File: src/rtl/line_stream_shell.sv
// Line streaming shell: splits cache lines into elements for a fixed-latency kernel and repacks the results into an output FIFO.
// Optional macro LINE_STREAM_SHELL_BYTE_SWAP_EN byte-reverses each kernel result before it is packed.
module line_stream_shell #(
  parameter int LINE_W     = 512,
  parameter int ELEM_W     = 64,
  parameter int KERNEL_LAT = 4,
  parameter int OUT_DEPTH  = 4
) (
  input  logic              clk,
  input  logic              reset,
  input  logic              start,
  input  logic [31:0]       num_lines,
  output logic              busy,
  output logic              done,
  input  logic              in_valid,
  input  logic [LINE_W-1:0] in_data,
  output logic              in_ready,
  output logic              k_valid,
  output logic [ELEM_W-1:0] k_data,
  input  logic [ELEM_W-1:0] k_result,
  output logic              out_valid,
  output logic [LINE_W-1:0] out_data,
  input  logic              out_ready
);

  localparam int EPL    = LINE_W / ELEM_W;
  localparam int IDX_W  = (EPL > 1) ? $clog2(EPL) : 1;
  localparam int CRED_W = $clog2(OUT_DEPTH * EPL + 1);
  localparam int AW     = (OUT_DEPTH > 1) ? $clog2(OUT_DEPTH) : 1;
  localparam int PTR_W  = AW + 1;

  generate
    if ((LINE_W % ELEM_W) != 0 || KERNEL_LAT < 1 || OUT_DEPTH < 2 ||
        (OUT_DEPTH & (OUT_DEPTH - 1)) != 0) begin : g_bad_params
      $error("line_stream_shell: illegal parameter combination");
    end
  endgenerate

  typedef enum logic [1:0] {S_IDLE = 2'd0, S_RUN = 2'd1, S_DRAIN = 2'd2} state_t;

  function automatic logic [ELEM_W-1:0] byte_swap(input logic [ELEM_W-1:0] d);
    logic [ELEM_W-1:0] r;
    r = d;
    for (int i = 0; i < ELEM_W / 8; i++) begin
      r[i*8 +: 8] = d[ELEM_W-8-i*8 +: 8];
    end
    return r;
  endfunction

  state_t              state_r, state_nxt;
  logic                done_r, done_nxt, latch_job;
  logic [31:0]         num_r, acc_r, pop_cnt_r;
  logic [LINE_W-1:0]   unp_line_r;
  logic [IDX_W-1:0]    unp_idx_r;
  logic                unp_full_r;
  logic [ELEM_W-1:0]   k_data_r;
  logic [KERNEL_LAT-1:0] vld_sr_r;
  logic [LINE_W-1:0]   pack_line_r;
  logic [IDX_W-1:0]    pack_idx_r;
  logic [CRED_W-1:0]   credit_r;
  logic [LINE_W-1:0]   mem_r [OUT_DEPTH];
  logic [PTR_W-1:0]    wr_ptr_r, rd_ptr_r;

  logic                issue, last_issue, in_ready_s, accept, capture, push, pop, out_valid_s;
  logic [ELEM_W-1:0]   elem, cap_elem;
  logic [LINE_W-1:0]   assembled;

  // job control: next state and the done pulse
  always_comb begin
    state_nxt = state_r;
    done_nxt  = 1'b0;
    latch_job = 1'b0;
    case (state_r)
      S_IDLE: begin
        if (start) begin
          if (num_lines == 32'd0) begin
            done_nxt = 1'b1;
          end else begin
            state_nxt = S_RUN;
            latch_job = 1'b1;
          end
        end else begin
          state_nxt = S_IDLE;
        end
      end
      S_RUN: begin
        if (acc_r == num_r) state_nxt = S_DRAIN;
        else                state_nxt = S_RUN;
      end
      S_DRAIN: begin
        if (pop_cnt_r == num_r) begin
          state_nxt = S_IDLE;
          done_nxt  = 1'b1;
        end else begin
          state_nxt = S_DRAIN;
        end
      end
      default: state_nxt = S_IDLE;
    endcase
  end

  // datapath steering: issue, accept, element select, packing and FIFO handshakes
  always_comb begin
    issue       = unp_full_r && (credit_r != {CRED_W{1'b0}});
    last_issue  = issue && (unp_idx_r == IDX_W'(EPL - 1));
    in_ready_s  = (state_r == S_RUN) && (acc_r < num_r) && (!unp_full_r || last_issue);
    accept      = in_valid && in_ready_s;
    out_valid_s = (wr_ptr_r != rd_ptr_r);
    pop         = out_valid_s && out_ready;
    capture     = vld_sr_r[KERNEL_LAT-1];
    elem        = {ELEM_W{1'b0}};
    for (int i = 0; i < EPL; i++) begin
      if (unp_idx_r == IDX_W'(i)) elem = unp_line_r[i*ELEM_W +: ELEM_W];
    end
`ifdef LINE_STREAM_SHELL_BYTE_SWAP_EN
    cap_elem = byte_swap(k_result);
`else
    cap_elem = k_result;
`endif
    assembled = pack_line_r;
    for (int i = 0; i < EPL; i++) begin
      if (pack_idx_r == IDX_W'(i)) assembled[i*ELEM_W +: ELEM_W] = cap_elem;
    end
    push = capture && (pack_idx_r == IDX_W'(EPL - 1));
  end

  // state, job counters and done register
  always_ff @(posedge clk) begin
    if (reset) begin
      state_r   <= S_IDLE;
      done_r    <= 1'b0;
      num_r     <= 32'd0;
      acc_r     <= 32'd0;
      pop_cnt_r <= 32'd0;
    end else begin
      state_r <= state_nxt;
      done_r  <= done_nxt;
      if (latch_job) begin
        num_r     <= num_lines;
        acc_r     <= 32'd0;
        pop_cnt_r <= 32'd0;
      end else begin
        if (accept) acc_r     <= acc_r + 32'd1;
        if (pop)    pop_cnt_r <= pop_cnt_r + 32'd1;
      end
    end
  end

  // unpacker, kernel issue tracking and credit accounting
  always_ff @(posedge clk) begin
    if (reset) begin
      unp_line_r <= {LINE_W{1'b0}};
      unp_idx_r  <= {IDX_W{1'b0}};
      unp_full_r <= 1'b0;
      k_data_r   <= {ELEM_W{1'b0}};
      vld_sr_r   <= {KERNEL_LAT{1'b0}};
      credit_r   <= CRED_W'(OUT_DEPTH * EPL);
    end else begin
      if (accept) begin
        unp_line_r <= in_data;
        unp_idx_r  <= {IDX_W{1'b0}};
        unp_full_r <= 1'b1;
      end else if (last_issue) begin
        unp_full_r <= 1'b0;
      end else if (issue) begin
        unp_idx_r <= unp_idx_r + IDX_W'(1);
      end
      if (issue) k_data_r <= elem;
      vld_sr_r[0] <= issue;
      for (int i = 1; i < KERNEL_LAT; i++) vld_sr_r[i] <= vld_sr_r[i-1];
      credit_r <= credit_r - CRED_W'(issue) + (pop ? CRED_W'(EPL) : {CRED_W{1'b0}});
    end
  end

  // packer and output FIFO
  always_ff @(posedge clk) begin
    if (reset) begin
      pack_line_r <= {LINE_W{1'b0}};
      pack_idx_r  <= {IDX_W{1'b0}};
      wr_ptr_r    <= {PTR_W{1'b0}};
      rd_ptr_r    <= {PTR_W{1'b0}};
    end else begin
      if (capture) begin
        pack_line_r <= assembled;
        pack_idx_r  <= push ? {IDX_W{1'b0}} : pack_idx_r + IDX_W'(1);
      end
      if (push) begin
        mem_r[wr_ptr_r[AW-1:0]] <= assembled;
        wr_ptr_r <= wr_ptr_r + PTR_W'(1);
      end
      if (pop) rd_ptr_r <= rd_ptr_r + PTR_W'(1);
    end
  end

  // outputs are forced quiet while reset is held, even before the first reset edge
  assign busy      = !reset && (state_r != S_IDLE);
  assign done      = !reset && done_r;
  assign in_ready  = !reset && in_ready_s;
  assign k_valid   = !reset && issue;
  assign k_data    = reset ? {ELEM_W{1'b0}} : (issue ? elem : k_data_r);
  assign out_valid = !reset && out_valid_s;
  assign out_data  = out_valid ? mem_r[rd_ptr_r[AW-1:0]] : {LINE_W{1'b0}};

endmodule
File: config.mk
export PLATFORM = sky130hd
export DESIGN_NAME = line_stream_shell
export DESIGN_NICKNAME = d
export VERILOG_FILES = /design/src/rtl/line_stream_shell.sv
export SDC_FILE = /design/constraint.sdc
export NUM_CORES = 2
export LEC_CHECK = 0
export BUFFER_PORTS_ARGS = -buffer_cell sky130_fd_sc_hd__buf_2
export CELL_PAD_IN_SITES_DETAIL_PLACEMENT = 0
export CELL_PAD_IN_SITES_GLOBAL_PLACEMENT = 2
export CORE_AREA = 4 4 567 569
export DETAILED_ROUTE_END_ITERATION = 8
export DIE_AREA = 0 0 571 573
export PLACE_DENSITY = 0.86
export SYNTH_ARGS = -nofsm -noshare
export SYNTH_HDL_FRONTEND = slang
export SYNTH_SLANG_ARGS = --single-unit
File: constraint.sdc
create_clock -name clk -period 55.9 [get_ports clk]
set_input_delay 5.59 -clock clk [delete_from_list [all_inputs] [get_ports clk]]
set_output_delay 5.59 -clock clk [all_outputs]
set_load 0.02 [all_outputs]
==> impl_summary.md <==
Place
The worst setup slack after placement is 40.15 ns. In this run the tool buffered the top-level ports with 1,193 buffer cells. The placement-stage cell area is 142,000 um^2. The wire-length estimate of the detail-placed layout is 259,000 um. Routability-driven placement finished with a final weighted congestion of 0.908.

Synth
The top cell type's share of synthesized area is 46.5%. Among all flip-flop cells after synthesis, the most frequent one is edfxtp_1. The combinational family with the most area after synthesis is multiplexers.

The post-synthesis share of cell area spent on xor and xnor gates is 0.476%. The compound-cell area share of the yosys netlist is 6.18%. The average footprint of a synthesized cell is 13.8 um^2. Yosys printed 0 warnings.

After synthesis the cells add up to 132,000 um^2. The number of enable flip-flop cells after synthesis is 2,048. Summing the areas of all fa, ha and maj instances in the mapped netlist gives 0.563% of the synthesized area. Sorting the synthesized cells by area gives the leading types as edfxtp_1, dfxtp_1, mux4_2, mux2_2, mux2i_1. Of all cell types, the one taking the most synthesized area is edfxtp_1. The number of nets in the synthesized netlist is 10,300. The count of distinct cell types in the synthesized netlist is 53.

The share of the Yosys chip area taken by registers is 64.8%. After synthesis the netlist holds a flip-flop and latch count of 3,260. The gate count after technology mapping is 9,600.

Summing the areas of all and, or, nand and nor instances in the mapped netlist gives 8.99% of the synthesized area. The fraction of registers with async set or reset after synthesis is 0%. The portion of netlist area occupied by mux cells is 16.6%.

CTS
The number of buffers on the longest clock path is 4. The clock latency reported for the late side of the worst-skew pair is 0.92 ns. The number of buffers added to fix hold violations after cts is 0. The root buffer cell is clkbuf_16. Clock-pin slew was measured on the worst setup and hold paths at 0.05 ns. The number of clock sinks is 3,260. In this run, CTS created clock tree buffers numbering 343. The CTS tree is yes.

The clock tree synthesis step divided the H-tree into 5 levels. The number of buffers added for setup after CTS is 0. Post-CTS repair changed the size of 0 cells.

Floorplanning
The die covers 327,000 um^2. 1,194 I/O pins were placed. The die is 573 um tall.

The effective utilization at floorplan is 41.8%. From left edge to right edge, the die measures 571 um. The total area inside the core boundary comes to 317,000 um^2. The cell row count is 207.

STA
In the post-route analysis, the smallest setup slack over all paths is 40.76 ns. Setup repair after global routing left no endpoint under its margin. The final period utilization is 27.1%. Setup violations remaining at the end of the flow were counted as 0. The worst-case hold slack is 0.434 ns. Adding up every negative setup slack in the final design gives 0 ns. The hold violation count in the final report is 0. In this run the tightest slew margin relative to its limit is 2.72%. At the pin with the least slew margin, the transition time is 1.46 ns. The clock period could shrink to 15.14 ns. The total count of max-transition violations in the final report came to 0. The maximum clock frequency is 66.1 MHz.

The clock skew after layout is 0.0819 ns.

Setup path
The category of the critical setup timing path is input port to output pin. The setup check on the worst reg-to-reg path leaves a slack of 49.52 ns. The count of cell instances traversed by the critical path is 9. The family with the most delay on the worst path is buffers and inverters.

STA classifies the critical path startpoint as an input port. The highest net fanout along the worst path is 204. Counting cells, the worst reg-to-reg path comes to 12. The terminus of the critical flop-to-flop path is unp_line_r[88]. The largest single stage delay on the critical path is 0.80 ns.

The signal on the critical path passes through buf_8 -> nor2_4 -> buf_4 -> buf_4 -> buf_4 -> buf_6 -> buf_16 -> and2_1 -> buf_2. The critical path's most frequent cell is buf_4. The worst path buffer plus inverter count is 7.

At the worst endpoint, the required time is 50.31 ns. For the worst setup path, the data arrival time is 9.55 ns. In this run the critical register-to-register path is launched from num_r[29]. On the critical path, the stage with the largest delay is an instance of buf_4.

The endpoint kind of the worst setup timing path is an output pin.

Routing
For this block, the initial DRC count from the detailed router was 7,923. The antenna violation net count after detailed routing is 0. The total wire length after detailed routing is 407,000 um.

The first TritonRoute pass finished after 6 iterations. The detail-routed net length per standard cell is 27.1 um. After detailed routing, the number of remaining DRC violations is 0. Dividing the detail-routed via count by the number of cells gives 5.73. The routed via count is 86,100.

Power
The cell leakage power is 54.6 nW. Total power for the finished layout comes to 5.16 mW. The highest ir drop seen on vdd is 0.0309 mV. The total power divided by cell area is 33.5 nW/um^2.

Layout
The share of layout cells above drive strength 1 is 27.2%. The final layout contains 11,200 nets. Fill cells in the final layout number 27,400. The area growth from synthesis to layout is 16.3%. The total non-filler cell area in the finished layout is 154,000 um^2.

Hold path
Counting instances, the worst hold path has a depth of 1. The class of the most critical hold timing path is flip-flop to flip-flop. The hold path endpoint is vld_sr_r[1].

The worst hold path begins at vld_sr_r[0].

Job
The max-cap violation count is 0.

Global routing
The initial antenna violation count is 146. The number of global-route vias before repair is 85,100. The wire length of the first global-routing pass is 590,000 um. The pin count of the biggest net entering global routing is 246. Global routing consumed, over all layers together, 24.1% of the routing resources.

Summed over all layers, the global routing overflow is 0.

Run status
The flow ran to the end, and the final reports show no timing, DRC or antenna violations.
-- layout make-up --
class / instances / area [um^2] / share of cell area, %
clock inverters: 186 / 2180 / 1.42
flip-flops and latches: 3260 / 85800 / 55.7
clock buffers: 450 / 9370 / 6.08
well taps: 4180 / 5230 / 3.40
multi-input cells: 5499 / 43700 / 28.4
inverters: 55 / 206 / 0.134
repair buffers: 1343 / 7390 / 4.80
diodes: 60 / 150 / 0.0975
-- power breakdown --
group / internal, mW / switching (mW)
clock: 1.35 / 0.966
sequential: 2.56 / 0.0151
combinational: 0.0777 / 0.182
-- cell families (layout without fill, tap and decap cells) --
logic type,after synthesis,in the layout
flops,3260,3260
simple gates,2420,2420
mux,1490,1490
compound gates,1458,1458
buf+inv,841,2034
xor+xnor,72,72
fa+ha+maj,59,59
other cells,0,60
-- cell usage after synthesis (66+ instances only) --
cell and n:
nor2_1 829, and2_1 516, edfxtp_1 2048, mux4_2 512, nand2_1 244, a221oi_1 128
nand3_1 540, a21oi_1 633, o21ai_0 585, dfxtp_1 1212, mux2_2 512, clkbuf_1 666
buf_1 95, mux2i_1 466, nor4_1 84, nand3b_1 66, o311ai_0 75
-- cell usage in the layout, fill, tap and decap left out, types with 21 or more instances in the layout --
master / synthesis / routed
a21oi_1: 633 / 632
a221oi_1: 128 / 124
and2_1: 516 / 514
buf_12: 0 / 21
buf_2: 22 / 1192
buf_4: 0 / 127
bufinv_16: 0 / 35
clkbuf_1: 666 / 73
clkbuf_16: 0 / 347
clkbuf_8: 0 / 30
clkinv_1: 0 / 42
clkinv_2: 0 / 64
dfxtp_1: 1212 / 1209
diode_2: 0 / 60
edfxtp_1: 2048 / 2048
ha_1: 58 / 54
inv_1: 54 / 54
mux2_2: 512 / 512
mux2i_1: 466 / 466
mux4_2: 512 / 512
nand2_1: 244 / 237
nand3_1: 540 / 539
nand3b_1: 66 / 66
nand4_1: 38 / 38
nor2_1: 829 / 828
nor4_1: 84 / 83
o21ai_0: 585 / 585
o311ai_0: 75 / 75
or3_1: 28 / 27
xnor2_1: 47 / 47
xor2_1: 25 / 25
-- registers in the layout, indices dropped and copies added (netlist names), 3 cells and up, named ones only --
signal       count
unp_line_r     512
vld_sr_r         4
pack_idx_r       3
acc_r           32
wr_ptr_r         3
pop_cnt_r       32
num_r           32
unp_idx_r        3
mem_r         2048
credit_r         6
pack_line_r    512
rd_ptr_r         3
k_data_r        64
-- per-layer routing --
metal	share of wire (%)	GRT usage, %	up-vias
met3	7.5	4.52	750
li1	-	-	37900
met2	48	38.7	3414
met5	0.11	0	-
met4	4.4	9.96	66
met1	40	32.1	44000
-- worst max path at each step --
stage | start | endpoint | slack [ns]
floorplan | reset | mem_r[3][0] | 10.62
global placement | reset | out_data[393] | 40.63
detailed placement | reset | out_data[472] | 40.15
CTS | reset | out_data[144] | 40.14
global route | reset | out_data[463] | 40.30
finish | reset | out_data[460] | 40.76
-- metrics by stage --
step | util (%) | cells
global placement | 44.9 | 14300
detailed placement | 44.9 | 14300
CTS | 48.6 | 15000
global route | 48.6 | 15000
floorplan | - | 9600
finish | 48.6 | 15000
(Power assumes the default switching activity.)
